===== config.mk =====
export PLATFORM = sky130hd
export DESIGN_NAME = fetch_unit
export DESIGN_NICKNAME = d
export VERILOG_FILES = /design/src/rtl/fetch_unit.sv
export SDC_FILE = /design/constraint.sdc
export NUM_CORES = 1
export LEC_CHECK = 0
export ABC_AREA = 0
export BUFFER_PORTS_ARGS = -buffer_cell sky130_fd_sc_hd__buf_4
export CORE_MARGIN = 5
export CORE_UTILIZATION = 45
export CTS_CLUSTER_SIZE = 28
export DETAILED_ROUTE_END_ITERATION = 8
export PLACE_DENSITY = 0.65
export SLEW_MARGIN = 10
export SYNTH_ARGS = -nofsm -noshare
export SYNTH_HDL_FRONTEND = slang
export SYNTH_SLANG_ARGS = --single-unit
export TNS_END_PERCENT = 5

===== constraint.sdc =====
create_clock -name clk -period 8.4 [get_ports clk]
set_input_delay 2.52 -clock clk [delete_from_list [all_inputs] [get_ports clk]]
set_output_delay 2.52 -clock clk [all_outputs]
set_load 0.01 [all_outputs]

===== src/rtl/fetch_unit.sv =====
// -----------------------------------------------------------------------------
// fetch_unit
//   Instruction fetch stage. Holds the PC, drives the two read addresses of a
//   dual-port instruction memory (pc and pc+4), captures up to two words per
//   cycle into a small prefetch queue, and hands them to decode one per cycle
//   over a valid/ready handshake. A redirect flushes the queue and reloads the
//   PC. Fetch stops at the end of the memory image until the next redirect.
//
// Ports
//   clk, rst_n        clock (rising edge), asynchronous active-low reset
//   imem_addr1/2      byte addresses to memory ports (pc, pc+4)
//   imem_data1/2      combinational read data for those addresses
//   redirect_valid    flush queue and load redirect_pc (word aligned)
//   redirect_pc       redirect target; bits [1:0] ignored
//   inst_valid        queue head valid
//   inst_ready        decode accepts the head this cycle
//   inst, inst_pc     head instruction and its byte address (0 when empty)
//   q_count           queue occupancy
// -----------------------------------------------------------------------------
`timescale 1ns/1ps

module fetch_unit #(
  parameter logic [31:0] RESET_PC  = 32'h0000_0000,
  parameter int          DEPTH     = 4,
  parameter int          MEM_WORDS = 56
) (
  input  logic                       clk,
  input  logic                       rst_n,
  output logic [31:0]                imem_addr1,
  output logic [31:0]                imem_addr2,
  input  logic [31:0]                imem_data1,
  input  logic [31:0]                imem_data2,
  input  logic                       redirect_valid,
  input  logic [31:0]                redirect_pc,
  output logic                       inst_valid,
  input  logic                       inst_ready,
  output logic [31:0]                inst,
  output logic [31:0]                inst_pc,
  output logic [$clog2(DEPTH):0]     q_count
);

  localparam int PTR_W = $clog2(DEPTH);
  localparam int CNT_W = PTR_W + 1;
  localparam logic [31:0]      LIMIT   = 32'(MEM_WORDS * 4);
  localparam logic [CNT_W-1:0] DEPTH_C = CNT_W'(DEPTH);

  // State
  logic [31:0]      pc_q,     pc_d;
  logic [PTR_W-1:0] wr_ptr_q, wr_ptr_d;
  logic [PTR_W-1:0] rd_ptr_q, rd_ptr_d;
  logic [CNT_W-1:0] count_q,  count_d;

  // Queue storage
  logic [31:0] q_pc_mem   [DEPTH];
  logic [31:0] q_inst_mem [DEPTH];

  // Datapath
  logic [31:0]      pc_plus4;
  logic [CNT_W-1:0] free;
  logic             push1, push2, pop;
  logic [1:0]       n_push;
  logic [PTR_W-1:0] wr_ptr_p1;

  // The two low bits of the redirect target are dropped by design.
  logic unused_redirect_lsbs;
  assign unused_redirect_lsbs = ^redirect_pc[1:0];

  assign pc_plus4   = pc_q + 32'd4;
  // Room is judged on occupancy at cycle start; a same-cycle pop adds nothing.
  assign free       = DEPTH_C - count_q;
  assign pop        = (count_q != '0) && inst_ready;
  assign n_push     = {1'b0, push1} + {1'b0, push2};
  assign wr_ptr_p1  = wr_ptr_q + PTR_W'(1);

  assign imem_addr1 = pc_q;
  assign imem_addr2 = pc_plus4;

  // Push decision: the second word is taken only when there is room for two
  // and pc+4 is still inside the image. At or past the limit fetch stalls.
  always_comb begin
    // NOTE: every always_comb output gets a default first so no path can
    // leave it unassigned and infer a latch.
    push1 = 1'b0;
    push2 = 1'b0;
    if (!redirect_valid && (pc_q < LIMIT) && (free != '0)) begin
      push1 = 1'b1;
      if ((free >= CNT_W'(2)) && (pc_plus4 < LIMIT)) push2 = 1'b1;
    end
  end

  always_comb begin
    pc_d     = pc_q;
    wr_ptr_d = wr_ptr_q;
    rd_ptr_d = rd_ptr_q;
    count_d  = count_q;
    if (redirect_valid) begin
      // Flush wins over any push or pop in the same cycle.
      pc_d     = {redirect_pc[31:2], 2'b00};
      wr_ptr_d = '0;
      rd_ptr_d = '0;
      count_d  = '0;
    end else begin
      if (push2)      pc_d = pc_q + 32'd8;
      else if (push1) pc_d = pc_plus4;
      wr_ptr_d = wr_ptr_q + PTR_W'(n_push);
      rd_ptr_d = rd_ptr_q + PTR_W'(pop);
      count_d  = count_q + CNT_W'(n_push) - CNT_W'(pop);
    end
  end

  // NOTE: sequential state uses non-blocking assignments so every flop
  // samples the pre-edge value regardless of statement order.
  always_ff @(posedge clk or negedge rst_n) begin
    if (!rst_n) begin
      pc_q     <= RESET_PC;
      wr_ptr_q <= '0;
      rd_ptr_q <= '0;
      count_q  <= '0;
    end else begin
      pc_q     <= pc_d;
      wr_ptr_q <= wr_ptr_d;
      rd_ptr_q <= rd_ptr_d;
      count_q  <= count_d;
    end
  end

  // NOTE: queue storage is not reset; entries are only visible through
  // count_q, which is reset, so stale contents can never reach the outputs.
  always_ff @(posedge clk) begin
    if (push1) begin
      q_pc_mem[wr_ptr_q]   <= pc_q;
      q_inst_mem[wr_ptr_q] <= imem_data1;
    end
    if (push2) begin
      q_pc_mem[wr_ptr_p1]   <= pc_plus4;
      q_inst_mem[wr_ptr_p1] <= imem_data2;
    end
  end

  assign inst_valid = (count_q != '0);
  assign inst       = inst_valid ? q_inst_mem[rd_ptr_q] : 32'd0;
  assign inst_pc    = inst_valid ? q_pc_mem[rd_ptr_q]   : 32'd0;
  assign q_count    = count_q;

endmodule

; After elaboration in Yosys (flattened, before gate mapping)
; Memory sizes are Yosys's and may differ from the RTL's.
; Cells that the tools add are included.
[word_totals]
ff_bits = 39
ram_bits = 256
inputBits = 100
output_inout_bits = 132
wordCells = 41
mem_count = 2
[op_classes]
addsub = 9
magnitude_cmp = 3
muxes = 15
reduce_logical = 8
[memory_table]
columns = memory, words, word_bits, rd, rd_ports_with_merged_regs, wr, line
row1 = q_inst_mem, 4, 32, 1, 0, 2, 55  ; logic [31:0] q_inst_mem [DEPTH];
row2 = q_pc_mem, 4, 32, 1, 0, 2, 54  ; logic [31:0] q_pc_mem [DEPTH];
[op_table]
columns = cell, count
row1 = two-way mux 32 bit, 5
row2 = < comparator 32 x 8 -> 1 bit (second input constant), 2
row3 = adder 32 x 3 -> 32 bit (second input constant), 1
row4 = adder 32 x 4 -> 32 bit (second input constant), 1
row5 = nonzero test 3 bit, 3
row6 = two-way mux 1 bit, 7
row7 = logical AND 1 bit, 4
row8 = two-way mux 2 bit, 2
row9 = adder 3 x 2 -> 3 bit, 1
row10 = >= comparator 3 x 2 -> 1 bit (second input constant), 1
row11 = two-way mux 3 bit, 1
row12 = subtractor 3 x 1 -> 3 bit, 1
row13 = subtractor 3 bit (first input constant), 1
row14 = adder 1 x 1 -> 2 bit, 1
row15 = adder 2 x 1 -> 2 bit, 1
row16 = adder 2 x 1 -> 2 bit (second input constant), 1
row17 = adder 2 bit, 1
row18 = zero test 1 bit, 1

; Depth between registers and ports, before layout
; Gate-level depths: netlist of the first run.
[depth]
word_depth = 9
mapped_depth = 16
depth_no_buf = 15

; Worst setup path before layout of the first run
; OpenSTA, ideal clock, no wires.
[synth_timing]
path_type = input to register
startpoint = input redirect_valid
endpoint = memory q_inst_mem[2][0] (enable)
setup_ps = 502
arrival_time_ps = 6290
t_required_ps = 7898
setup_slack_ps = 1607
cell_stages = 5
path_buffers = 1
path_cell_list = nor3_1 -> nand4_1 -> or2_2 -> clkbuf_1 -> a21oi_1
[synth_rtl]
columns = element, line
row1 = from (decl), 33  ; input logic redirect_valid,
row2 = to (decl), 55

; Final worst setup path of the first run
[layout_timing]
startpoint = register pc_q[4] (netlist: imem_addr1[4])
endpoint = output imem_addr2[31]
[layout_via]
elab_chain_len = 1
[layout_rtl]
columns = element, line
row1 = from (decl), 48  ; logic [31:0] pc_q, pc_d;
row2 = from (signal assigned), 120  ; pc_q <= pc_d;
row3 = adder 32 x 3 -> 32 bit, 68  ; assign pc_plus4 = pc_q + 32'd4;
row4 = to (decl), 30  ; output logic [31:0] imem_addr2,
; Every way passes these cells.

==> flow_summary.toml, run 1 <==
[clocking]
hold_buffers = 0
cts_tree = "yes"
path_clk_slew_ns = 0.06
clkSinkCount = 285
cts_buffers = 31
post_cts_resized = 0
clockRootBuffer = "clkbuf_16"
post_cts.repair.setup_buffers = 0
insertion_delay_ns = 0.56
clk_path_buf_depth = 3
htreeDepth = 1

[sta]
finalHoldViolations = 0
relSlewSlack_pct = 23.71
slew_viol_final = 0
period_share_pct = 67.86
skew_ns = 0.01303
rsz0062_at_grt = "false"
setup_viol = 0
fin_crit_ns = 5.701
finalSetupTns_ns = 0
worst_pin_slew_ns = 1.142
fmax_mhz = 175.4

[yosys]
ys_seq_area_share_pct = 57.87
yosys.area_share.simple_pct = 8.431
syn-instance-count = 1005
yosys.area_share.adder_pct = 1.090
synth_top_area_share_pct = 51.47
yosys.area_share.xor_xnor_pct = 3.027
synth_edf_count = 248
ys_ff_latch = 285
avgSynthCellArea_sq_um = 14.40
synth_flop_cell = "edfxtp_1"
async_reset_ff_share_pct = 12.98
synth_top_family_by_area = "multiplexers"
synth-compound-area-share_pct = 1.842
synth_area_leaders = "edfxtp_1 51%, mux2_2 12%, mux4_2 9.7%, dfrtp_1 6.4%, clkbuf_1 3.4%"
synth_top_area_cell = "edfxtp_1"
yosysWarnings = 0
synth_area_sq_um = 14470
synth_mux_area_share_pct = 22.29
yosys-top-cells-count = "248 x edfxtp_1, 157 x mux2_2, 132 x clkbuf_1"
synth_cell_types = 59
yosysMostFrequentCell = "edfxtp_1"

[pwr]
p_comb_share_pct = 27.4
irDropWorstVdd_mv = 0.1664
switching_share_pct = 28.85
switchingPower_w = 0.001196
p_int_w = 0.002950
p_leak_nw = 6.093
p_clk_share_pct = 31.5
p_per_area_nw_per_um2 = 243.5
pwr-share-seq_pct = 41.1

[floorplan]
rows = 65
io_pins = 232
fp.dieH_um = 189.3
die_w_um = 189.3
die_area_sq_um = 35840
core-area_sq_um = 31640
initial_core_util_pct = 45.73

[final_layout]
antenna_cells = 0
fill_cells = 2640
area_growth_pct = 17.70
instances_no_fill = 1529
drive_gt1_share_pct = 45.70
fin_nets = 1214

[setup_path]
critPathCaptureType = "output port"
crit_required_ns = 5.88
cp_slowest_cell = "dfrtp_1"
critical_path.cell_chain = "ha_1, and2_1, nand2_1, nor3_1, nand4_1, xnor2_1, buf_4"
critPathArrivalTime_ns = 3.18
worst_setup_path_start_kind = "flop"
rrSetupSlack_ns = 3.00
path_buf_inv = 1
critical_path.max_fanout = 12
path_delay_family = "simple AND/OR/NAND/NOR gates"
crit_type = "reg2out"
cpPeakStageDelay_ns = 0.70

[drt]
drtPass1Iterations = 4
wire_per_inst_um = 23.08
drt_iter0_drc = 587
vias = 8592
drc = 0
wirelength_um = 35280
via_per_inst = 5.619
ant_nets = 0

[grt]
grt_max_degree = 64
antenna_found_initial = 0
grt_pass1_wl_um = 54630
grtUsageTotal_pct = 19.50
grt_overflow = 0
grt_pass1_vias = 9108

[job]
cap_violations = 0

[outcome]
status = "complete, no violations"

[placed_design]
placedCellCount = 1471
io_buffer_count = 223
place_congestion = 0.8044
dp_hpwl_um = 21580

[hold_path]
hp-class = "reg2reg"
power groups by stage:
stage / combinational [W] / sequential [W] / clock, W
after floorplan: 0.000725 / 0.00163 / 0
after global placement: 0.00116 / 0.00173 / 0
after detailed placement: 0.00116 / 0.00174 / 0
after CTS: 0.00116 / 0.00171 / 0.00134
after global routing: 0.00124 / 0.00172 / 0.00140
final: 0.00114 / 0.00170 / 0.00131
path summary, 6_finish.rpt:
check	endpoint	startpoint	depth (start not counted)
worst max register to register	q_inst_mem[0][7]	imem_addr1[4]	10
worst max-delay path	imem_addr2[31]	imem_addr1[4]	7
worst min register to register	q_count[0]	q_count[0]	2
min in group asynchronous	imem_addr1[16]	rst_n	1
max in group asynchronous	rd_ptr_q[1]	rst_n	1
worst min-delay path	q_count[0]	q_count[0]	2
cells in the final DEF (no fill, tap or decap), drive strengths merged, types with 4 or more instances in the layout:
cell    Yosys  layout
edfxtp    248     248
buf        42     233
mux2      158     158
and2       68      68
mux4       62      62
dfrtp      37      37
clkbuf    132      36
xnor2      35      35
nor2       31      31
nand2      20      20
nand3      19      19
nand4      18      18
clkinv      1      16
xor2       15      15
inv        13      14
ha         11      11
nor3       10      10
nor4        9       9
and3        7       7
o21ai       7       7
a21oi       7       7
conb        1       6
mux2i       5       5
nor2b       5       5
and4        4       4
or2         4       4
layer usage:
metal  part of all wire, %  wire length, um  track usage (%)  up-vias
li1                      -                -                -     3856
met1                    44            15400            27.16     4427
met2                    49            17310            32.77      253
met3                   5.3             1869            2.913       56
met4                   2.0              703            4.452        0
met5                     0                0                0        -
worst register-to-register path: stages (launching register included):
cell and delay (ns):
dfrtp_1 0.70, ha_1 0.39, nand2_1 0.22, nor2_1 0.62, nand4_1 0.16, a221o_1 0.38, or4_4 0.43, nor4_4 0.51
nand3_1 0.23, a21oi_4 0.66, buf_4 0.71
stage by stage:
step           setup WS [ns]  instance area [sq um]  util, %  hold WS (ns)  total power (W)
2_1_floorplan          1.607                  14490        -        0.5836         0.002355
3_3_place_gp           2.252                  16050    50.74        0.6794         0.002890
3_5_place_dp           2.157                  16050    50.74        0.6645         0.002896
4_1_cts                2.618                  17030    53.83        0.6915         0.004210
5_1_grt                2.500                  17030    53.83        0.7320         0.004351
6_report               2.699                  17030    53.83        0.7022         0.004147
flip-flops by register name (all words and copies together) (netlist names):
register,cells
imem_addr1,30
wr_ptr_q,2
q_inst_mem,128
q_count,3
q_pc_mem,120
rd_ptr_q,2
final cells by class:
type                    instances  area [sq um]  area share, %
multi-input cells             537          5368          31.52
clock buffers                  36         794.5          4.665
clock inverters                22         182.7          1.073
flip-flops and latches        285          8381          49.21
inverters                      14         52.55         0.3086
well taps                     402         503.0          2.953
repair buffers                233          1749          10.27
kinds of logic (layout without fill, tap and decap cells):
group | count (synthesis) | in the layout
AOI/OAI and AO/OA | 38 | 38
xor gates and xnor gates | 50 | 50
adders and majority gates | 12 | 12
buffers and inverters | 188 | 305
DFF | 285 | 285
muxes | 225 | 225
other | 1 | 6
and+or+nand+nor | 206 | 206
Power figures use the tool's default switching activity.
==> inputs of run 2 (changes only) <==
--- a/config.mk
+++ b/config.mk
@@ -11,7 +11,7 @@
 export CORE_UTILIZATION = 45
 export CTS_CLUSTER_SIZE = 28
 export DETAILED_ROUTE_END_ITERATION = 8
-export PLACE_DENSITY = 0.65
+export PLACE_DENSITY = 0.67
 export SLEW_MARGIN = 10
 export SYNTH_ARGS = -nofsm -noshare
 export SYNTH_HDL_FRONTEND = slang
==> constraint.sdc (replaced) <==
create_clock -name clk -period 5 [get_ports clk]
set_input_delay 1.5 -clock clk [delete_from_list [all_inputs] [get_ports clk]]
set_output_delay 1.5 -clock clk [all_outputs]
set_load 0.01 [all_outputs]
==> run 2 against run 1 <==
Effect of this change:
- final cell count up 1.5%
- first-iteration DRC count up 12%
- count of clock-buffer cells in the layout up 1
- flip-flop and latch count unchanged
- clock skew up 0.0055 ns
- sequential share of layout area down 0.67 points
- routed wire length down 0.56%
- largest power group unchanged
==> flow_summary.toml, run 2 (synthesized netlist as in run 1, its figures left out) <==
[clocking]
insertion_delay_ns = 0.55
clkSinkCount = 285
post_cts_resized = 0
clk_path_buf_depth = 3
path_clk_slew_ns = 0.06
cts_tree = "yes"
clockRootBuffer = "clkbuf_16"
cts_buffers = 30
htreeDepth = 1
post_cts.repair.setup_buffers = 0
hold_buffers = 0

[final_layout]
final_cell_mix = "250 x buf_4, 248 x edfxtp_1, 157 x mux2_2"
layout_commonest_cell = "buf_4"
instances_no_fill = 1552
regMostFlops = "q_inst_mem"
design_area_sq_um = 17270
fill_cells = 2600
area_growth_pct = 19.33
largest_register_ffs = 128
fin_nets = 1237
drive_gt1_share_pct = 46.91

[outcome]
status = "complete, no violations"

[sta]
slew_viol_final = 0
fmax_mhz = 232.7
period_share_pct = 85.94
fin_crit_ns = 4.297
worst_pin_slew_ns = 1.056
relSlewSlack_pct = 29.60
finalHoldViolations = 0
rsz0062_at_grt = "false"
worst_slack_ns = 0.7030
skew_ns = 0.01849
setup_viol = 0
finalSetupTns_ns = 0

[drt]
wirelength_um = 35090
wire_per_inst_um = 22.61
drt_iter0_drc = 659
drtPass1Iterations = 5
ant_nets = 0
via_per_inst = 5.524
vias = 8574
drc = 0

[pwr]
p_per_area_nw_per_um2 = 402.4
irDropWorstVdd_mv = 0.3114
p_leak_nw = 6.225
total_power_w = 0.006948

[setup_path]
critPathCaptureType = "output port"
crit_type = "reg2out"
crit_required_ns = 3.50
critPathArrivalTime_ns = 2.80
worst_setup_path_start_kind = "flop"
critical_path.max_fanout = 7
ff2ff_path_depth = 16

[grt]
grt_overflow = 0
use_met2_pct = 33.68
antenna_found_initial = 1
grtUsageTotal_pct = 19.61
grt-busiest-layer = "met2"
grt_max_degree = 64
use_met3_pct = 2.950
grt_use_met1_pct = 26.36
grt_pass1_wl_um = 55000
grt_pass1_vias = 9263

[floorplan]
die_w_um = 189.3
initial_core_util_pct = 45.73
io_pins = 232
core-area_sq_um = 31640
die_area_sq_um = 35840
rows = 65
fp.dieH_um = 189.3

[job]
cap_violations = 0

[hold_path]
min_path_cells = 2
hp-class = "reg2reg"

[placed_design]
pre_cts_ws_ns = 0.8047
placedCellCount = 1495
place_congestion = 0.8567
io_buffer_count = 223
dp_hpwl_um = 23000
place_area_sq_um = 16320
==> run 2: cell types whose count changed in the layout (fill, tap and decap cells not counted), sizes merged <==
cell      delta
bufinv       -1
clkbuf       +1
buf         +24
diode        +1
clkinvlp     -1
clkinv       -1
==> run 2: worst paths after layout <==
check	start	slack, ns	to
min reg2reg	imem_addr1[4]	0.64	imem_addr1[4]
max reg2reg	imem_addr1[3]	0.79	q_count[2]
max	imem_addr1[4]	0.70	imem_addr2[31]
max in group asynchronous	rst_n	3.66	rd_ptr_q[1]
min in group asynchronous	rst_n	0.93	imem_addr1[18]
min	imem_addr1[4]	0.64	imem_addr1[4]
==> run 2: area by class of cell <==
cell class | instances | area [sq um] | area share [%]
Tap cell | 402 | 503.0 | 2.913
Clock inverter | 19 | 143.9 | 0.8334
Clock buffer | 37 | 798.3 | 4.624
Timing Repair Buffer | 257 | 2017 | 11.68
Antenna cell | 1 | 2.502 | 0.01449
Multi-Input combinational cell | 537 | 5368 | 31.09
Sequential cell | 285 | 8381 | 48.54
Inverter | 14 | 52.55 | 0.3044
==> run 2: critical path: stages (launching register included) <==
cell and delay (ns):
dfrtp_1 0.44, ha_1 0.29, and2_1 0.37, nand2_1 0.17
nor3_1 0.47, nand4_1 0.19, xnor2_1 0.17, buf_4 0.16
==> run 2: metrics by stage <==
step                hold slack [ns]  util [%]
CTS                          0.6415     54.57
floorplan                    0.5836         -
detailed placement           0.6231     51.59
finish                       0.6375     54.57
global placement             0.6014     51.59
global route                 0.6792     54.57
==> run 2: routing by layer <==
layer / part of all wire (%) / wire [um] / vias up
met5: 0 / 0 / -
met1: 42 / 14890 / 4390
met3: 5.2 / 1819 / 41
li1: - / - / 3903
met4: 1.9 / 672 / 0
met2: 50 / 17700 / 240
==> run 2: power breakdown <==
part / switching [W] / internal (W) / total (W)
Combinational: 0.000931 / 0.00108 / 0.00201
Sequential: 0.000159 / 0.00264 / 0.00280
Clock: 0.000907 / 0.00123 / 0.00214
